## src/rtl/datapath_ctrl_if.sv

```systemverilog
`default_nettype none
// ============================================================================
// Module      : datapath_ctrl_if
// Description : Bundle of handshake and datapath-control signals between the
//               instruction controller and its surroundings.
//               master = controller side, slave = instruction source/datapath.
// Revision    : 1.0 - initial release
// ============================================================================
interface datapath_ctrl_if;
   logic        s;
   logic [15:0] instr;
   logic        w;
   logic        err_illegal;
   logic        halted;
   logic [15:0] datapath_in;
   logic        write;
   logic        vsel;
   logic        loada;
   logic        loadb;
   logic        asel;
   logic        bsel;
   logic        loadc;
   logic        loads;
   logic [2:0]  readnum;
   logic [2:0]  writenum;
   logic [1:0]  shift;
   logic [1:0]  ALUop;

   modport master (
      input  s, instr,
      output w, err_illegal, halted, datapath_in,
      output write, vsel, loada, loadb, asel, bsel, loadc, loads,
      output readnum, writenum, shift, ALUop
   );

   modport slave (
      output s, instr,
      input  w, err_illegal, halted, datapath_in,
      input  write, vsel, loada, loadb, asel, bsel, loadc, loads,
      input  readnum, writenum, shift, ALUop
   );
endinterface
`default_nettype wire

```

## src/rtl/datapath_ctrl.sv

```systemverilog
`default_nettype none
// ============================================================================
// Module      : datapath_ctrl
// Description : Moore FSM sequencing a register-file/ALU datapath, one 16-bit
//               instruction at a time (MOV imm, MOV reg, ADD, CMP, AND, MVN).
//               Optional macro DATAPATH_CTRL_HALT_EN: opcode 111 enters a
//               HALT state left only by reset; without it opcode 111 is
//               illegal and halted is tied low.
// Revision    : 1.0 - initial release
// ============================================================================
module datapath_ctrl #(
   parameter bit IMM_SIGNED = 1'b1
) (
   input  logic            clk,
   input  logic            reset_n,
   datapath_ctrl_if.master bus
);

   localparam logic [2:0] c_WAIT      = 3'd0;
   localparam logic [2:0] c_DECODE    = 3'd1;
   localparam logic [2:0] c_WRITE_IMM = 3'd2;
   localparam logic [2:0] c_GET_A     = 3'd3;
   localparam logic [2:0] c_GET_B     = 3'd4;
   localparam logic [2:0] c_ALU       = 3'd5;
   localparam logic [2:0] c_WRITE_REG = 3'd6;
`ifdef DATAPATH_CTRL_HALT_EN
   localparam logic [2:0] c_HALT      = 3'd7;
`endif

   logic [2:0]  state_q, state_d;
   logic [15:0] ir_q, ir_d;

   // Instruction fields of the latched IR
   logic [2:0] w_opcode, w_rn, w_rd, w_rm;
   logic [1:0] w_op, w_sh;
   logic       w_mov_imm, w_mov_reg, w_add, w_cmp, w_and, w_mvn, w_halt_op;

   assign w_opcode  = ir_q[15:13];
   assign w_op      = ir_q[12:11];
   assign w_rn      = ir_q[10:8];
   assign w_rd      = ir_q[7:5];
   assign w_sh      = ir_q[4:3];
   assign w_rm      = ir_q[2:0];

   assign w_mov_imm = (w_opcode == 3'b110) && (w_op == 2'b10);
   assign w_mov_reg = (w_opcode == 3'b110) && (w_op == 2'b00);
   assign w_add     = (w_opcode == 3'b101) && (w_op == 2'b00);
   assign w_cmp     = (w_opcode == 3'b101) && (w_op == 2'b01);
   assign w_and     = (w_opcode == 3'b101) && (w_op == 2'b10);
   assign w_mvn     = (w_opcode == 3'b101) && (w_op == 2'b11);
`ifdef DATAPATH_CTRL_HALT_EN
   assign w_halt_op = (w_opcode == 3'b111);
`else
   assign w_halt_op = 1'b0;
`endif

   // Immediate extension depends only on the IR, so it is valid in every state
   assign bus.datapath_in = IMM_SIGNED ? {{8{ir_q[7]}}, ir_q[7:0]} : {8'h00, ir_q[7:0]};
   // No instruction ever routes the B operand past the shifter's bypass
   assign bus.bsel        = 1'b0;

   // Next-state, IR capture and per-state control outputs (Moore)
   always_comb begin
      state_d         = state_q;
      ir_d            = ir_q;
      bus.w           = 1'b0;
      bus.err_illegal = 1'b0;
      bus.halted      = 1'b0;
      bus.write       = 1'b0;
      bus.vsel        = 1'b0;
      bus.loada       = 1'b0;
      bus.loadb       = 1'b0;
      bus.asel        = 1'b0;
      bus.loadc       = 1'b0;
      bus.loads       = 1'b0;
      bus.readnum     = 3'd0;
      bus.writenum    = 3'd0;
      bus.shift       = 2'b00;
      bus.ALUop       = 2'b00;
      case (state_q)
         c_WAIT: begin
            bus.w = 1'b1;
            if (bus.s) begin
               ir_d    = bus.instr;
               state_d = c_DECODE;
            end
         end
         c_DECODE: begin
            if (w_mov_imm)                   state_d = c_WRITE_IMM;
            else if (w_mov_reg || w_mvn)     state_d = c_GET_B;
            else if (w_add || w_cmp || w_and) state_d = c_GET_A;
`ifdef DATAPATH_CTRL_HALT_EN
            else if (w_halt_op)              state_d = c_HALT;
`endif
            else begin
               bus.err_illegal = 1'b1;
               state_d         = c_WAIT;
            end
         end
         c_WRITE_IMM: begin
            bus.vsel     = 1'b1;
            bus.write    = 1'b1;
            bus.writenum = w_rn;
            state_d      = c_WAIT;
         end
         c_GET_A: begin
            bus.readnum = w_rn;
            bus.loada   = 1'b1;
            state_d     = c_GET_B;
         end
         c_GET_B: begin
            bus.readnum = w_rm;
            bus.loadb   = 1'b1;
            state_d     = c_ALU;
         end
         c_ALU: begin
            bus.shift = w_sh;
            // MOV/MVN ignore the A operand by forcing it to zero
            bus.asel  = w_mov_reg || w_mvn;
            if (w_mvn)      bus.ALUop = 2'b11;
            else if (w_and) bus.ALUop = 2'b10;
            else if (w_cmp) bus.ALUop = 2'b01;
            else            bus.ALUop = 2'b00;
            if (w_cmp) begin
               bus.loads = 1'b1;
               state_d   = c_WAIT;
            end else begin
               bus.loadc = 1'b1;
               state_d   = c_WRITE_REG;
            end
         end
         c_WRITE_REG: begin
            bus.write    = 1'b1;
            bus.writenum = w_rd;
            state_d      = c_WAIT;
         end
`ifdef DATAPATH_CTRL_HALT_EN
         c_HALT: begin
            bus.halted = 1'b1;
            state_d    = c_HALT;
         end
`endif
         default: state_d = c_WAIT;
      endcase
   end

   // State and instruction register, synchronous active-low reset
   always_ff @(posedge clk) begin
      if (!reset_n) begin
         state_q <= c_WAIT;
         ir_q    <= 16'h0000;
      end else begin
         state_q <= state_d;
         ir_q    <= ir_d;
      end
   end

endmodule
`default_nettype wire
```

## src/flat_wrapper.sv

```systemverilog
// flat-port wrapper written by rule: the top's interface ports become plain ports
module datapath_ctrl_flat 
#(
   parameter bit IMM_SIGNED = 1'b1
)
  (clk, reset_n, bus_s, bus_instr, bus_w, bus_err_illegal, bus_halted, bus_datapath_in, bus_write, bus_vsel, bus_loada, bus_loadb, bus_asel, bus_bsel, bus_loadc, bus_loads, bus_readnum, bus_writenum, bus_shift, bus_ALUop);
  datapath_ctrl_if bus_i ();
  input  logic clk;
  input  logic reset_n;
  input wire logic [$bits(bus_i.s)-1:0] bus_s;
  input wire logic [$bits(bus_i.instr)-1:0] bus_instr;
  output wire logic [$bits(bus_i.w)-1:0] bus_w;
  output wire logic [$bits(bus_i.err_illegal)-1:0] bus_err_illegal;
  output wire logic [$bits(bus_i.halted)-1:0] bus_halted;
  output wire logic [$bits(bus_i.datapath_in)-1:0] bus_datapath_in;
  output wire logic [$bits(bus_i.write)-1:0] bus_write;
  output wire logic [$bits(bus_i.vsel)-1:0] bus_vsel;
  output wire logic [$bits(bus_i.loada)-1:0] bus_loada;
  output wire logic [$bits(bus_i.loadb)-1:0] bus_loadb;
  output wire logic [$bits(bus_i.asel)-1:0] bus_asel;
  output wire logic [$bits(bus_i.bsel)-1:0] bus_bsel;
  output wire logic [$bits(bus_i.loadc)-1:0] bus_loadc;
  output wire logic [$bits(bus_i.loads)-1:0] bus_loads;
  output wire logic [$bits(bus_i.readnum)-1:0] bus_readnum;
  output wire logic [$bits(bus_i.writenum)-1:0] bus_writenum;
  output wire logic [$bits(bus_i.shift)-1:0] bus_shift;
  output wire logic [$bits(bus_i.ALUop)-1:0] bus_ALUop;
  assign bus_i.s = bus_s;
  assign bus_i.instr = bus_instr;
  assign bus_w = bus_i.w;
  assign bus_err_illegal = bus_i.err_illegal;
  assign bus_halted = bus_i.halted;
  assign bus_datapath_in = bus_i.datapath_in;
  assign bus_write = bus_i.write;
  assign bus_vsel = bus_i.vsel;
  assign bus_loada = bus_i.loada;
  assign bus_loadb = bus_i.loadb;
  assign bus_asel = bus_i.asel;
  assign bus_bsel = bus_i.bsel;
  assign bus_loadc = bus_i.loadc;
  assign bus_loads = bus_i.loads;
  assign bus_readnum = bus_i.readnum;
  assign bus_writenum = bus_i.writenum;
  assign bus_shift = bus_i.shift;
  assign bus_ALUop = bus_i.ALUop;
  datapath_ctrl #(.IMM_SIGNED(IMM_SIGNED)) u_core (.clk(clk), .reset_n(reset_n), .bus(bus_i));
endmodule
```

## config.mk

```make
export PLATFORM = sky130hd
export DESIGN_NAME = datapath_ctrl_flat
export DESIGN_NICKNAME = d
export VERILOG_FILES = /design/src/rtl/datapath_ctrl_if.sv /design/src/rtl/datapath_ctrl.sv /design/src/flat_wrapper.sv
export SDC_FILE = /design/constraint.sdc
export NUM_CORES = 1
export LEC_CHECK = 0
export CAP_MARGIN = 20
export CORE_ASPECT_RATIO = 0.8
export CORE_MARGIN = 1
export CORE_UTILIZATION = 40
export DETAILED_ROUTE_END_ITERATION = 10
export PLACE_DENSITY = 0.82
export SLEW_MARGIN = 5
export SYNTH_ARGS = -nofsm -noshare
export SYNTH_HDL_FRONTEND = slang
export SYNTH_SLANG_ARGS = --single-unit
```

## constraint.sdc

```tcl
create_clock -name clk -period 2 [get_ports clk]
set_clock_uncertainty 0.1 [all_clocks]
set_input_delay 0.5 -clock clk [delete_from_list [all_inputs] [get_ports clk]]
set_output_delay 0.5 -clock clk [all_outputs]
set_load 0.05 [all_outputs]
```

After elaboration in Yosys (flattened, before gate mapping)

Index checks and enable logic that the tools add are counted.

Logic and storage cells: 54
Register bits after elaboration: 19

Eq/ne operators: 12
Reductions and logical operators: 13
Multiplexer cells: 27

Operators by type and width:

| cell                                                 | count |
|---|---|
| equality test 3 bit (second input constant)          | 5 |
| 2-to-1 mux 1 bit                                     | 15 |
| one-hot mux 3 bit (5 select lines)                   | 1 |
| 2-to-1 mux 3 bit                                     | 4 |
| one-hot mux 3 bit (2 select lines)                   | 2 |
| 2-to-1 mux 2 bit                                     | 5 |
| equality test 3 x 2 -> 1 bit (second input constant) | 2 |
| logical AND 1 bit                                    | 6 |
| equality test 2 bit (second input constant)          | 2 |
| equality test 3 x 1 -> 1 bit (second input constant) | 1 |
| zero test 3 bit                                      | 1 |
| logical OR 1 bit                                     | 3 |
| equality test 2 x 1 -> 1 bit (second input constant) | 1 |
| zero test 2 bit                                      | 1 |
| inequality test 2 bit (second input constant)        | 1 |
| AND reduction 2 bit                                  | 1 |
| OR reduction 2 bit                                   | 1 |

Depth between registers and ports, before layout

Gate-level depths: netlist of run 1.

Depth in word-level cells: 8
Depth in mapped cells: 5
Depth with buffers taken out: 3

Worst setup path after synthesis of run 1

No wires, ideal clock.

Path kind: flip-flop to output port
Start: register u_core.state_q[1]
End: output port bus_loads
Arrival time: 1,849 ps
Slack: -449 ps
Path buffers: 1
Cell stages (with the launch flop): 4
Cells stage by stage: dfxtp_1 clkbuf_1 or2_1 nor3_1

Cells in the longest elaborated chain, start to end: 2

RTL lines:

| what                   | RTL line             | RTL |
|---|---|---|
| from (decl)            | datapath_ctrl.sv:30  | `logic [2:0] state_q, state_d;` |
| from (signal assigned) | datapath_ctrl.sv:150 | `state_q <= c_WAIT;` |
| from (signal assigned) | datapath_ctrl.sv:153 | `state_q <= state_d;` |
| equality test 3 bit    | datapath_ctrl.sv:80  | `case (state_q)` |
| 2-to-1 mux 1 bit       | datapath_ctrl.sv:80  |  |
| to (decl)              | flat_wrapper.sv:23   | `output wire logic [$bits(bus_i.loads)-1:0] bus_loads;` |

No other way between the ends.

Final worst setup path of run 1

Start: register u_core.state_q[0]
End: output port bus_writenum[2]

Cells in the longest elaborated chain, start to end: 2

RTL lines:

| what                                                                | RTL line            | RTL |
|---|---|---|
| equality test 3 bit or equality test 3 x 2 -> 1 bit (tied branches) | datapath_ctrl.sv:80 |  |
| one-hot mux 3 bit (2 select lines) (*)                              | datapath_ctrl.sv:80 |  |
| to (decl)                                                           | flat_wrapper.sv:25  | `output wire logic [$bits(bus_i.writenum)-1:0] bus_writenum;` |

Every way passes the cells marked *; elsewhere a longest branch is shown, timed or not.

==> reports/qor.csv, run 1 <==
stage;metric;value;unit
outcome;status;finished with violations;
outcome;failed_checks;setup timing;
synth;yosysUniqueCellTypes;37;
hold_path;hp-class;register to register;
power;p_comb_frac;0.352;
worst_setup_path;startpoint_type;register;
floorplan;die_area;3080;um^2
synth;synthTopCellsByCount;30 x nand2_1, 19 x dfxtp_1, 18 x buf_4, 16 x a21oi_1, 8 x nor2_1;
synth;synth_top_family_by_area;simple AND/OR/NAND/NOR gates;
worst_setup_path;crit_arrival;1.45;ns
clock_tree;htree_levels;1;
timing;max_freq;489;MHz
timing;tns;-0.197;ns
synth;synth_area;1140;um^2
synth;synthFlopType;dfxtp_1;
layout;nNetsFinal;216;
synth;synth_seq_cells;19;
synth;ys_warn_count;0;
worst_setup_path;end_kind;output port;
clock_tree;cts_sinks;19;
synth;synth_compound_area_frac;0.162;
grt;busiest_layer;met2;
grt;grtUsageMet1;0.306;
clock_tree;clockBufferDepth;2;
clock_tree;clk_pin_slew;0.12;ns
layout;fin_util;0.806;
power;p_switching;353;uW
power;internal_power;633;uW
power;power.density;474;nW/um^2
routing;viasPerCell;5.42;
timing;finalSetupViolations;8;
timing;worst_pin_slew;0.579;ns
routing;routed_wl;4170;um
routing;drt_iter0_drc;83;
power;p_leak;0.000832;uW
routing;drc;0;
grt;grt_pass1_vias;1105;
synth;synth-seq-area-share;0.332;
routing;vias;1257;
power;seqPwrFrac;0.440;
timing;hold_violations;0;
grt;grt-ovfl-total;0;
synth;muxShareOfSynthArea;0.0262;
floorplan;ios;56;
layout;diodes;0;
timing;report.final.slew_viol_count;0;
clock_tree;cts_root_buf;clkbuf_4;
job;cap_violations;0;
floorplan;die_w;61.8;um
clock_tree;cts_buffers;3;
timing;min_period;2.05;ns
synth;synth_top_area_share;0.332;
synth;synthAdderAreaFrac;0;
synth;synth-simple-area-share;0.310;
synth;synthMostInstantiatedCell;nand2_1;
synth;yosys.area.top_type;dfxtp_1;
grt;antenna_found_initial;0;
routing;drt_first_pass_iters;4;
synth;synth_edf_count;0;
synth;avgSynthCellArea;7.84;um^2
layout;drive_gt1_frac;0.505;
grt;grt_pass1_wl;5530;um
timing;timing.final.ws_setup;-0.0469;ns
worst_setup_path;crit_required;1.40;ns
routing;antenna_left;0;
floorplan;initial_core_util;0.443;
synth;synthCells;146;
timing;whs;0.388;ns
placed_design;place_congestion;0.948;
clock_tree;cts_tree;done;
grt;grt_start_max_net_pins;18;
worst_setup_path;critPathMaxFanout;6;
placed_design;dp_hpwl;2550;um
synth;synth_area_leaders;dfxtp_1 33%, buf_4 12%, nand2_1 9.8%;
clock_tree;postCtsHoldBufs;0;
synth;synth-xor-area-share;0;
grt;track_usage;0.244;
synth;async_flop_share;0;
placed_design;io_buffers;53;
grt;grt.met3_usage;0.0630;
layout;area_growth;81.7;%
routing;routedWlPerCell;18.0;um
power;ir_drop;358;uV
power;p_sw_frac;0.358;
worst_setup_path;crit_type;register to output port;
power;clkPwrFrac;0.208;
timing;slew_headroom;0.609;
grt;use_met2;0.423;
floorplan;fp.dieH;49.9;um
timing;finalCritPeriodShare;1.02;
clock_tree;insertion_delay;0.30;ns
timing;rsz0062_at_grt;true;
floorplan;coreArea;2580;um^2
floorplan;num_rows;16;
[worst paths after layout]
kind                                  start                          end  slack [ns]  cells after the start
max reg2reg  u_core.state_q[2]$_SDFFE_PN0P_  u_core.ir_q[7]$_SDFFE_PN0P_        0.27                      5
max          u_core.state_q[0]$_SDFFE_PN0P_              bus_writenum[2]       -0.05                      4
min reg2reg     u_core.ir_q[3]$_SDFFE_PN0P_  u_core.ir_q[3]$_SDFFE_PN0P_        0.39                      2
min             u_core.ir_q[3]$_SDFFE_PN0P_  u_core.ir_q[3]$_SDFFE_PN0P_        0.39                      2
[layout make-up]
| cell class | instances | area, um^2 |
|---|---|---|
| Clock buffer | 3 | 22.5 |
| Clock inverter | 1 | 7.51 |
| Fill cell | 146 | 502 |
| Inverter | 3 | 11.3 |
| Multi-Input combinational cell | 101 | 689 |
| Sequential cell | 19 | 405 |
| Tap cell | 36 | 45.0 |
| Timing Repair Buffer | 69 | 900 |
[cells in the final DEF (no fill, tap or decap), types with 2 or more instances in the layout]
cell type	count
nand2_1	30
buf_12	26
buf_4	22
clkdlybuf4s50_1	18
a21oi_1	16
dfxtp_1	11
nor2_2	6
dfxtp_4	6
nand2_2	4
and3b_2	3
o21ai_2	3
clkbuf_4	3
buf_6	3
inv_1	2
and2_4	2
nor3_2	2
and2_1	2
mux2i_1	2
a22o_2	2
nor4b_4	2
nor2_1	2
a21oi_2	2
conb_1	2
dfxtp_2	2
[state kept, by name (all words and copies together), names as in the netlist]
register and cells:
u_core.state_q 3, u_core.ir_q 16
[power by group through the flow]
stage          clock network (uW)  registers [uW]  logic, uW
2_1_floorplan                   0             431        205
3_3_place_gp                    0             434        314
4_1_cts                       204             427        330
6_report                      205             434        348
5_1_grt                       220             435        364
3_5_place_dp                    0             438        322
[stage by stage]
stage | cells | instance area, um^2 | power, uW | setup WS (ns)
2_1_floorplan | 147 | 1170 | 636 | -0.0760
3_3_place_gp | 221 | 1880 | 748 | 0.0216
3_5_place_dp | 221 | 1880 | 760 | 0.0136
4_1_cts | 229 | 1990 | 962 | -0.0404
5_1_grt | 232 | 2080 | 1020 | -0.102
6_report | 232 | 2080 | 986 | -0.0469
[logic make-up after synthesis]
kind of cell,after synthesis
mux,3
other cells,1
flops,19
simple gates,66
compound gates,30
buf+inv,27
[critical path, cell delays in order (launching register included)]
cell and delay, ns:
dfxtp_4 0.38, buf_4 0.16, nand2b_2 0.24, nor2_2 0.19, buf_12 0.17
[repair_timing]
action                     CTS  global route
buffers inserted             4             3
resized for setup           23            21
setup endpoints to repair   13            13
pin swaps                    4             5
[layer usage]
metal,vias to the layer above,wire length [um]
met1,601,1630
met2,73,2210
met5,-,0
met4,0,99
met3,10,234
li1,573,-
Note: power is estimated with default switching activity, not from simulation.
==> run 2: changes to the inputs <==
Settings changed: RECOVER_POWER set to 100.
==> results of run 2 <==
Same layout as run 1: the final DEF is identical, and so are final timing and power.
==> run 3: changes to the inputs <==
Settings changed: ABC_CLOCK_PERIOD_IN_PS set to 2000.
==> results of run 3 <==
Same layout as run 1: the final DEF is identical, and so are final timing and power.
